<file path="config.mk">
export PLATFORM = sky130hd
export DESIGN_NAME = id_ex_stage
export DESIGN_NICKNAME = d
export VERILOG_FILES = /design/src/rtl/id_ex_stage.sv
export SDC_FILE = /design/constraint.sdc
export NUM_CORES = 1
export LEC_CHECK = 0
export ABC_AREA = 1
export ABC_CLOCK_PERIOD_IN_PS = 1550
export CORE_MARGIN = 4
export CORE_UTILIZATION = 38
export DETAILED_ROUTE_END_ITERATION = 8
export GPL_TIMING_DRIVEN = 0
export PLACE_DENSITY = 0.86
export REMOVE_ABC_BUFFERS = 1
export SLEW_MARGIN = 10
export SYNTH_ARGS = -nofsm -noshare
export SYNTH_HDL_FRONTEND = slang
export SYNTH_SLANG_ARGS = --single-unit
</file>
<file path="constraint.sdc">
create_clock -name clk -period 1.55 [get_ports clk]
set_input_delay 0.31 -clock clk [delete_from_list [all_inputs] [get_ports clk]]
set_output_delay 0.31 -clock clk [all_outputs]
set_load 0.01 [all_outputs]
</file>
<file path="src/rtl/id_ex_stage.sv">
// ID/EX pipeline register: holds decoded control and operands for EX, with valid/ready
// handshake, branch flush, load-use bubble insertion and a saturating bubble counter.
module id_ex_stage #(
    parameter int XLEN       = 32,
    parameter int REG_ADDR_W = 5,
    parameter int CNT_W      = 16
) (
    input  logic                  clk,
    input  logic                  rst_n,
    input  logic                  id_valid,
    output logic                  id_ready,
    input  logic                  id_branch,
    input  logic                  id_mem_read,
    input  logic                  id_mem_to_reg,
    input  logic                  id_mem_write,
    input  logic                  id_alu_src,
    input  logic                  id_reg_write,
    input  logic [1:0]            id_alu_op,
    input  logic [XLEN-1:0]       id_pc,
    input  logic [XLEN-1:0]       id_rs1_data,
    input  logic [XLEN-1:0]       id_rs2_data,
    input  logic [XLEN-1:0]       id_imm,
    input  logic [REG_ADDR_W-1:0] id_rs1,
    input  logic [REG_ADDR_W-1:0] id_rs2,
    input  logic [REG_ADDR_W-1:0] id_rd,
    input  logic [3:0]            id_funct,
    input  logic                  ex_ready,
    input  logic                  flush,
    output logic                  ex_valid,
    output logic                  ex_branch,
    output logic                  ex_mem_read,
    output logic                  ex_mem_to_reg,
    output logic                  ex_mem_write,
    output logic                  ex_alu_src,
    output logic                  ex_reg_write,
    output logic [1:0]            ex_alu_op,
    output logic [XLEN-1:0]       ex_pc,
    output logic [XLEN-1:0]       ex_rs1_data,
    output logic [XLEN-1:0]       ex_rs2_data,
    output logic [XLEN-1:0]       ex_imm,
    output logic [REG_ADDR_W-1:0] ex_rs1,
    output logic [REG_ADDR_W-1:0] ex_rs2,
    output logic [REG_ADDR_W-1:0] ex_rd,
    output logic [3:0]            ex_funct,
    output logic                  hazard_stall,
    output logic [CNT_W-1:0]      bubble_count
);

    // Control vector layout: {branch, mem_read, mem_to_reg, alu_op[1:0], mem_write, alu_src, reg_write}
    localparam int CTRL_W        = 8;
    localparam int CTRL_MEM_READ = 6;

    logic                  r_valid;
    logic [CTRL_W-1:0]     r_ctrl;
    logic [XLEN-1:0]       r_pc;
    logic [XLEN-1:0]       r_rs1_data;
    logic [XLEN-1:0]       r_rs2_data;
    logic [XLEN-1:0]       r_imm;
    logic [REG_ADDR_W-1:0] r_rs1;
    logic [REG_ADDR_W-1:0] r_rs2;
    logic [REG_ADDR_W-1:0] r_rd;
    logic [3:0]            r_funct;
    logic [CNT_W-1:0]      r_bcnt;

    logic                  w_adv;
    logic                  w_uses_rs2;
    logic                  w_hazard;
    logic [CTRL_W-1:0]     w_id_ctrl;

    function automatic logic [CNT_W-1:0] sat_inc(input logic [CNT_W-1:0] v);
        return (&v) ? v : v + 1'b1;
    endfunction

    assign w_id_ctrl  = {id_branch, id_mem_read, id_mem_to_reg, id_alu_op,
                         id_mem_write, id_alu_src, id_reg_write};
    assign w_adv      = ~r_valid | ex_ready;
    // Stores read rs2 for the data even though alu_src selects the immediate.
    assign w_uses_rs2 = ~id_alu_src | id_mem_write;
    assign w_hazard   = id_valid & r_valid & r_ctrl[CTRL_MEM_READ] & (r_rd != '0) &
                        ((r_rd == id_rs1) | (w_uses_rs2 & (r_rd == id_rs2)));

    assign hazard_stall = w_hazard;
    assign id_ready     = w_adv & ~w_hazard & ~flush;

    always_ff @(posedge clk) begin
        if (!rst_n) begin
            r_valid    <= 1'b0;
            r_ctrl     <= '0;
            r_pc       <= '0;
            r_rs1_data <= '0;
            r_rs2_data <= '0;
            r_imm      <= '0;
            r_rs1      <= '0;
            r_rs2      <= '0;
            r_rd       <= '0;
            r_funct    <= '0;
            r_bcnt     <= '0;
        end else if (flush) begin
            r_valid <= 1'b0;
            r_ctrl  <= '0;
        end else if (w_adv) begin
            if (w_hazard) begin
                // Bubble: data fields are left as-is, only control is killed.
                r_valid <= 1'b0;
                r_ctrl  <= '0;
                r_bcnt  <= sat_inc(r_bcnt);
            end else if (id_valid) begin
                r_valid    <= 1'b1;
                r_ctrl     <= w_id_ctrl;
                r_pc       <= id_pc;
                r_rs1_data <= id_rs1_data;
                r_rs2_data <= id_rs2_data;
                r_imm      <= id_imm;
                r_rs1      <= id_rs1;
                r_rs2      <= id_rs2;
                r_rd       <= id_rd;
                r_funct    <= id_funct;
            end else begin
                r_valid <= 1'b0;
                r_ctrl  <= '0;
            end
        end
    end

    assign ex_valid = r_valid;
    assign {ex_branch, ex_mem_read, ex_mem_to_reg, ex_alu_op,
            ex_mem_write, ex_alu_src, ex_reg_write} = r_ctrl;
    assign ex_pc        = r_pc;
    assign ex_rs1_data  = r_rs1_data;
    assign ex_rs2_data  = r_rs2_data;
    assign ex_imm       = r_imm;
    assign ex_rs1       = r_rs1;
    assign ex_rs2       = r_rs2;
    assign ex_rd        = r_rd;
    assign ex_funct     = r_funct;
    assign bubble_count = r_bcnt;

endmodule
</file>
After elaboration in Yosys (flattened, before gate mapping)
Cells that the tools add are included.

Add/subtract/negate cells: 1. Equality and inequality tests: 2. Multiplexer cells: 4. Bitwise logic cells: 16. Reduce and logical (&&, ||, !) cells: 5.

Operators by type and width (count): 16-bit by 1-bit adder with 16-bit output, second input constant (1); 8-bit 2-to-1 mux (2); 16-bit AND reduction (1); 5-bit equality test (2); 4-bit AND reduction (2); 1-bit AND (7); 1-bit NOT (6); 5-bit nonzero test (1); 1-bit OR (3); 1-bit 2-to-1 mux (2); 2-bit OR reduction (1).

Bits in registers: 172. Input port bits: 160. Output and inout port bits: 174.

Depth between registers and ports, before layout
Gate-level depths: netlist of the first run.

Word-level depth: 8. Mapped depth: 13. Depth with buffers taken out: 11.

Least setup slack after synthesis of the first run
No wires, ideal clock.

Path type: input -> output. Start: input id_valid. End: output id_ready. Data arrival time: 1.538 ns. Data required time: 1.240 ns. Slack: -0.298 ns. Stages: 9. Path through: buf_2 and3_1 o21ai_0 inv_2 nand2_2 buf_4 buf_2 inv_1 nor2_1.

Longest elaborated chain between the ends: 7.

Ends and longest elaborated chain: start: declaration (line 10) `input logic id_valid,`; 1-bit AND (4 in series) (line 79) `assign w_hazard = id_valid & r_valid & r_ctrl[CTRL_MEM_READ] & (r_rd != '0) &`; named net hazard_stall (line 45) `output logic hazard_stall,`; 1-bit NOT (no line); 1-bit AND (2 in series) (line 83) `assign id_ready = w_adv & ~w_hazard & ~flush;`; end: declaration (line 11) `output logic id_ready,`.

The timed path passes the listed nets, and every way through them passes these cells.

Worst setup path in the final report of the first run
Start: register r_rd[3], in the netlist ex_rd[3]. End: register r_imm[7], in the netlist ex_imm[7].

Longest elaborated chain between the ends: 6. Elaborated cells on any way between the ends: 9.

Ends and longest elaborated chain: start: declaration (line 61) `logic [REG_ADDR_W-1:0] r_rd;`; start signal: assignment (line 116) `r_rd <= id_rd;`; 5-bit equality test (line 80) `((r_rd == id_rs1) | (w_uses_rs2 & (r_rd == id_rs2)));`; 1-bit AND (line 80); 1-bit OR (line 80); 1-bit AND * (line 79); 1-bit NOT (no line) *; 4-bit AND reduction (no line) *; end signal: assignment (line 113) `r_imm <= id_imm;`; end: declaration (line 58) `logic [XLEN-1:0] r_imm;`.

Mark *: on every way between the ends. The rest lies on a longest branch, timed or not. A chain may end at the register's enable or synchronous reset.

==> results of run 1 <==
==> per-layer routing <==
| metal | global-route usage, % | vias up | wire length, um |
|---|---|---|---|
| met5 | 0 | - | 0 |
| met4 | 12.30 | 0 | 1588 |
| met3 | 10.67 | 134 | 3987 |
| met2 | 49.21 | 560 | 17690 |
| met1 | 35.52 | 4325 | 13460 |
| li1 | - | 4033 | - |
==> repair_timing <==
item,CTS,global route
endpoints found under the setup margin,346,174
pin swaps,27,111
buffers inserted,41,27
gates cloned,36,11
resized for setup,361,250
==> cells in the mapped netlist (all sizes together) <==
cell	count	area share, %
xnor2	1	0.12
nand4	165	14
ha	1	0.17
dfxtp	172	46
nor2	59	3.1
nand2	228	12
o21ai	9	0.61
clkbuf	55	2.8
nor3	1	0.067
buf	31	2.4
a21boi	142	14
and3	1	0.084
o21bai	4	0.40
clkinv	1	0.051
nand3	10	0.84
a21oi	9	0.61
inv	51	2.6
==> cell type report <==
cell class,count,area share [%]
Timing Repair Buffer,425,34.69
Multi-Input combinational cell,643,31.73
Sequential cell,172,25.13
Clock buffer,20,3.239
Tap cell,260,2.359
Inverter,52,1.488
Clock inverter,12,1.343
Antenna cell,1,0.01815
==> worst reg2reg max path, delay by kind of cell (launching register included) <==
family / cells / cell delay (ps)
simple gates: 8 / 730
compound gates: 1 / 170
buf+inv: 5 / 700
flops: 1 / 380
==> metrics by stage <==
stage                     util, %  std cells
after global placement      56.42       1447
after global routing        72.75       1585
after floorplan                 -        854
after detailed placement    57.72       1456
after CTS                   68.29       1565
final                       72.75       1585
==> registers in the layout, summed over array words and instances, names as in the netlist <==
name and flops:
ex_imm 32, ex_pc 32, ex_rs1_data 32, ex_rs2_data 32, bubble_count 16, r_ctrl 8
ex_rd 5, ex_rs1 5, ex_rs2 5, ex_funct 4, ex_valid 1
==> power groups by stage <==
stage / sequential (W) / clock [W] / combinational [W]
6_report: 0.00474 / 0.00471 / 0.00216
5_1_grt: 0.00476 / 0.00498 / 0.00226
4_1_cts: 0.00471 / 0.00471 / 0.00198
3_5_place_dp: 0.00481 / 0 / 0.00163
3_3_place_gp: 0.00480 / 0 / 0.00160
2_1_floorplan: 0.00489 / 0 / 0.000436
==> how the worst max path moves through the flow <==
stage	cells past startpoint	end	slack, ps	startpoint
after global routing	14	ex_imm[7]	-620	ex_rd[3]
after floorplan	6	ex_rd[0]	-3700	ex_valid
after global placement	9	ex_rd[2]	-9210	id_valid
final	14	ex_imm[7]	-530	ex_rd[3]
after detailed placement	13	ex_pc[9]	-2030	id_rs2[1]
after CTS	10	id_ready	-410	ex_rd[0]
==> logic make-up after synthesis <==
group	count (synthesis)	share of synthesized area, %
AND/OR/NAND/NOR	464	29.53
buffers and inverters	138	7.775
AO/OA/AOI/OAI	164	15.99
XOR/XNOR	1	0.1181
adder cells (fa/ha/maj)	1	0.1686
flip-flops	172	46.42
==> run metrics, run 1 <==
status=finished with violations; violated checks=negative setup slack; worst setup margin=-525.3 ps; worst-path cell chain=inv_4 -> nand2_2 -> nand2_1 -> nor2_2 -> nand3_2 -> nand2_4 -> nand2_8 -> buf_16 -> nand3_4 -> buf_12 -> buf_12 -> clkbuf_16 -> nand2_1 -> a21boi_1; Netlist cell types=25; DIE AREA=21820 um2; Starting Density=39.14%; crit end category=flip-flop; Hold Crit Class=in -> reg; Cell Int Power=0.008517 W; Comb pwr share=18.6%; drt pass-1 iters=6; r2r endpoint=ex_imm[7]; clock buffer depth=2; largest net degree at the start of global routing=89; Post-Syn Area=7418 um2; final instance area=13790 um2; die width=147.7 um; clock-pin slew on the worst setup and hold paths=70 ps; area delta synth->final=85.88%; clock sink count=172; Ys Warns=0; RSZ-0062 raised after global routing=yes; synthesized flop and latch total=172; clk_skew=9.812 ps; GRT Overall Usage=29.89%; total number of vias=9052; critical path startpoint category=flip-flop; final hold slack=219.7 ps; placed cell areas=10940 um2; Die Span Y=147.7 um; core box area=18960 um2; syn_area_per_cell=7.892 um2; Pins Over Slew Limit=0; Sequential Power Share=40.8%; Worst-Margin Slew=680.0 ps; vias in the first global route=8811; CP max stage delay=380 ps; Hold Fails Final Rpt=0; delay-heaviest family, CP=simple AND/OR/NAND/NOR gates; r2r worst-path depth=14; Switching Power=0.003101 W; critical path class=reg -> reg; fin crit share=133.9%; fin nets=1472; FMAX=481.9 MHz; WL final=36.72 mm; wire per inst=23.17 um; Worst Path Buf+Inv=5; Rel. slew slack=54.62%; port bufs=333; area of the multi-input gates=4375 um2; hold wc startpoint=id_mem_write; Row Count=50; post-synthesis sequential area ratio=46.42%; gpl congestion=0.8351; grt ovf=0; Top-Level Pins=334; FF-to-FF Start=ex_rd[3]; WP data required=1900 ps; clk root buf=clkbuf_16; hold-fix buffers at CTS=0; Power Density=842.6 nW/um2; fraction of layout cells with a size suffix above 1=24.47%; final setup violation count=174; Via-to-Cell Ratio=5.711; Worst EP arrival=2420 ps; DR iter-0 viols=754; FILL cells=1312; Worst-Skew Late Latency=430 ps; max_cap viols=0; R2R setup slack=-530 ps; commonest non-fill, non-tap cell in the layout=dlygate4sd2_1; post-route DRC violation count=0; TritonCTS clock tree=yes; Net Sw Frac=26.69%; H-tree levels=4; clock power share=40.6%; Critical Path Fanout Max=8; Reg area=3466 um2; Final min period=2075 ps; Hold Path Stages=3; Max IR drop VDD=0.7572 mV; most frequent cells in the layout=176 x dlygate4sd2_1, 165 x nand4_1, 164 x dfxtp_1; TNS Setup=-62620 ps; crit path max-delay cell type=dfxtp_4; Post-Place Setup Slack=-2033 ps; Tot Pwr=0.01162 W; initial antenna violation count=1; DP Wirelength=16.88 mm; Num CTS Buffers=17; Synth Instances=940; global-route wire length before repair=50.94 mm; WHS Endpoint=r_ctrl[2]; post-route antenna net violation count=0; Leak Pwr=6.053 nW
(Power assumes the default switching activity.)
==> inputs of run 2 (changes only) <==
CTS_CLUSTER_DIAMETER = 40   (was unset)
==> results of run 2 <==
No change in the layout: final DEF, timing and power equal those of run 1.
==> inputs of run 3 (changes only) <==
ABC_CLOCK_PERIOD_IN_PS = 2450   (was 1550)
CORE_UTILIZATION = 41   (was 38)
PLACE_DENSITY = 0.88   (was 0.86)
clock period = 2.45 ns   (was 1.55 ns; I/O delays follow)
==> run 3 against run 2 <==
Compared with the run above: the flow now finishes without violations; worst setup slack improved by 630 ps; routed wire length fell by 26%; die area fell by 6.9%; first-iteration DRC count fell by 40%; power fell by 42%; clock skew rose by 4.6 ps; sequential power fell by 37%; global-route usage fell by 4.2 points; register-to-register slack improved by 700 ps; critical path depth fell by 3; combinational power fell by 50%; critical endpoint is now id_ready; highest routed layer unchanged.
==> run metrics, run 3 (synthesis gave the netlist of run 1 again) <==
status=finished clean; GRT Overall Usage=25.64% (-4.2 points); Leak Pwr=4.350 nW (-28%); critical path class=in -> out; vias in the first global route=7974 (-9.5%); commonest non-fill, non-tap cell in the layout=clkdlybuf4s50_1; clock buffer depth=2 (unchanged); Worst EP arrival=1850 ps (-570 ps); FMAX=426.8 MHz; largest net degree at the start of global routing=98 (+10%); H-tree levels=4 (unchanged); FILL cells=1426 (+8.7%); fin nets=1392 (-5.4%); non-filler cells, final=1471 (-7.2%); Worst-Skew Late Latency=420 ps (about the same); DR iter-0 viols=451 (-40%); clk root buf=clkbuf_16; gpl congestion=0.8694 (+4.1%); Power Density=574.3 nW/um2 (-32%); hold-fix buffers at CTS=0 (unchanged); die width=142.5 um (-3.5%); Pins Over Slew Limit=0 (unchanged); drt pass-1 iters=5 (-1); post-route DRC violation count=0 (unchanged); Via-to-Cell Ratio=5.486 (-3.9%); critical path startpoint category=input pin; Worst-Margin Slew=550.6 ps (-129.4 ps); WL final=27.01 mm (-26%); fraction of layout cells with a size suffix above 1=5.310% (-19 points); clock-pin slew on the worst setup and hold paths=60 ps (about the same); placed cell areas=10900 um2 (-0.40%); Rel. slew slack=63.29% (+8.7 points); Final min period=2343 ps; total number of vias=8070 (-11%); crit end category=primary output; Hold Fails Final Rpt=0 (unchanged); WP data required=1960 ps (+60 ps); Die Span Y=142.5 um (-3.5%); wire per inst=18.36 um (-21%); post-route antenna net violation count=0 (unchanged); Row Count=48 (-4.0%); final setup violation count=0 (-100%); final instance area=11670 um2 (-15%); Hold Crit Class=in -> reg; global-route wire length before repair=41.92 mm (-18%); TritonCTS clock tree=yes; most frequent cells in the layout=322 x clkdlybuf4s50_1, 226 x nand2_1, 172 x dfxtp_1; TNS Setup=0 ps (+62620 ps); Num CTS Buffers=17 (unchanged); Max IR drop VDD=0.4361 mV (-42%); Critical Path Fanout Max=4 (-4); core box area=17540 um2 (-7.5%); fin crit share=95.64%; area delta synth->final=57.34%; clock sink count=172 (unchanged); initial antenna violation count=3 (+2); grt ovf=0 (unchanged); DIE AREA=20310 um2 (-6.9%); post-placement cell count=1421 (-2.4%); clk_skew=14.43 ps (+4.621 ps); Starting Density=42.30% (+3.2 points); DP Wirelength=17.48 mm (+3.6%); Top-Level Pins=334 (unchanged); port bufs=333 (unchanged); max_cap viols=0 (unchanged)
[run 3: changes by cell type in the layout (fill, tap and decap cells not counted), sizes merged, moves of 3 or more]
cell / before / now
dlygate4sd2: 176 / 4
buf: 85 / 21
clkdlybuf4s50: 148 / 322
nand2: 237 / 230
clkbuf: 28 / 22
bufinv: 4 / 1
[run 3: path summary, 6_finish.rpt]
kind	start	end	slack, ps	cells past startpoint
worst max-delay path	id_rs2[0]	id_ready	110	11
worst min-delay path	id_rs1[4]	ex_rs1[4]	430	3
worst max register to register	ex_rd[3]	ex_rd[2]	170	10
worst min register to register	ex_rs1_data[24]	ex_rs1_data[24]	460	2
[run 3: what timing repair did]
| action | in CTS | in global routing |
|---|---|---|
| gates resized for setup | 11 | 18 |
| buffers inserted | 6 | 4 |
| cloned | 6 | 0 |
| endpoints found under the setup margin | 158 | 123 |
| endpoints found under the hold margin | 0 | 0 |
| pin swaps | 5 | 3 |
[run 3: area by class of cell]
type	count	area [um2]	area share (%)
sequential	172	3443	29.50
clock inverter	11	112.6	0.9647
tap	225	281.5	2.412
timing repair buffer	354	3702	31.72
multi-input combinational	634	3473	29.76
antenna	3	7.507	0.06432
clock buffer	20	456.7	3.913
inverter	52	195.2	1.672
[run 3: per-layer routing]
layer	track usage [%]	up-vias	share of wire, %
met5	0	-	0
met2	42.19	363	48
met3	9.073	73	9.5
met4	12.81	0	4.1
li1	-	3824	-
met1	29.56	3810	38
[run 3: metrics by stage]
| stage | hold slack, ps | worst slack (ps) | power [W] | util, % |
|---|---|---|---|---|
| global placement | 445.8 | -8628 | 0.004049 | 60.74 |
| global route | 456.4 | -4.631 | 0.006957 | 66.56 |
| floorplan | 484.7 | -2890 | 0.003369 | - |
| CTS | 461.7 | 2.242 | 0.006745 | 66.32 |
| detailed placement | 451.0 | -1239 | 0.004077 | 62.14 |
| finish | 433.1 | 106.7 | 0.006703 | 66.56 |
[run 3: worst max-delay path, stage by stage]
cell	delay, ps
clkdlybuf4s50_1	490
inv_1	60
nand2_1	50
nand2_1	40
nor2_1	120
nand3_1	140
nand2_4	130
nand2_8	80
inv_1	80
nor2_1	40
clkbuf_2	130
[run 3: report_power, final]
group | leakage (nW) | internal, W | total, W | switching (W)
Sequential | 1.40 | 0.00291 | 0.00298 | 0.0000673
Clock | 0.271 | 0.00147 | 0.00264 | 0.00117
Combinational | 2.68 | 0.000606 | 0.00108 | 0.000476
Total | 4.35 | 0.00499 | 0.00670 | 0.00172
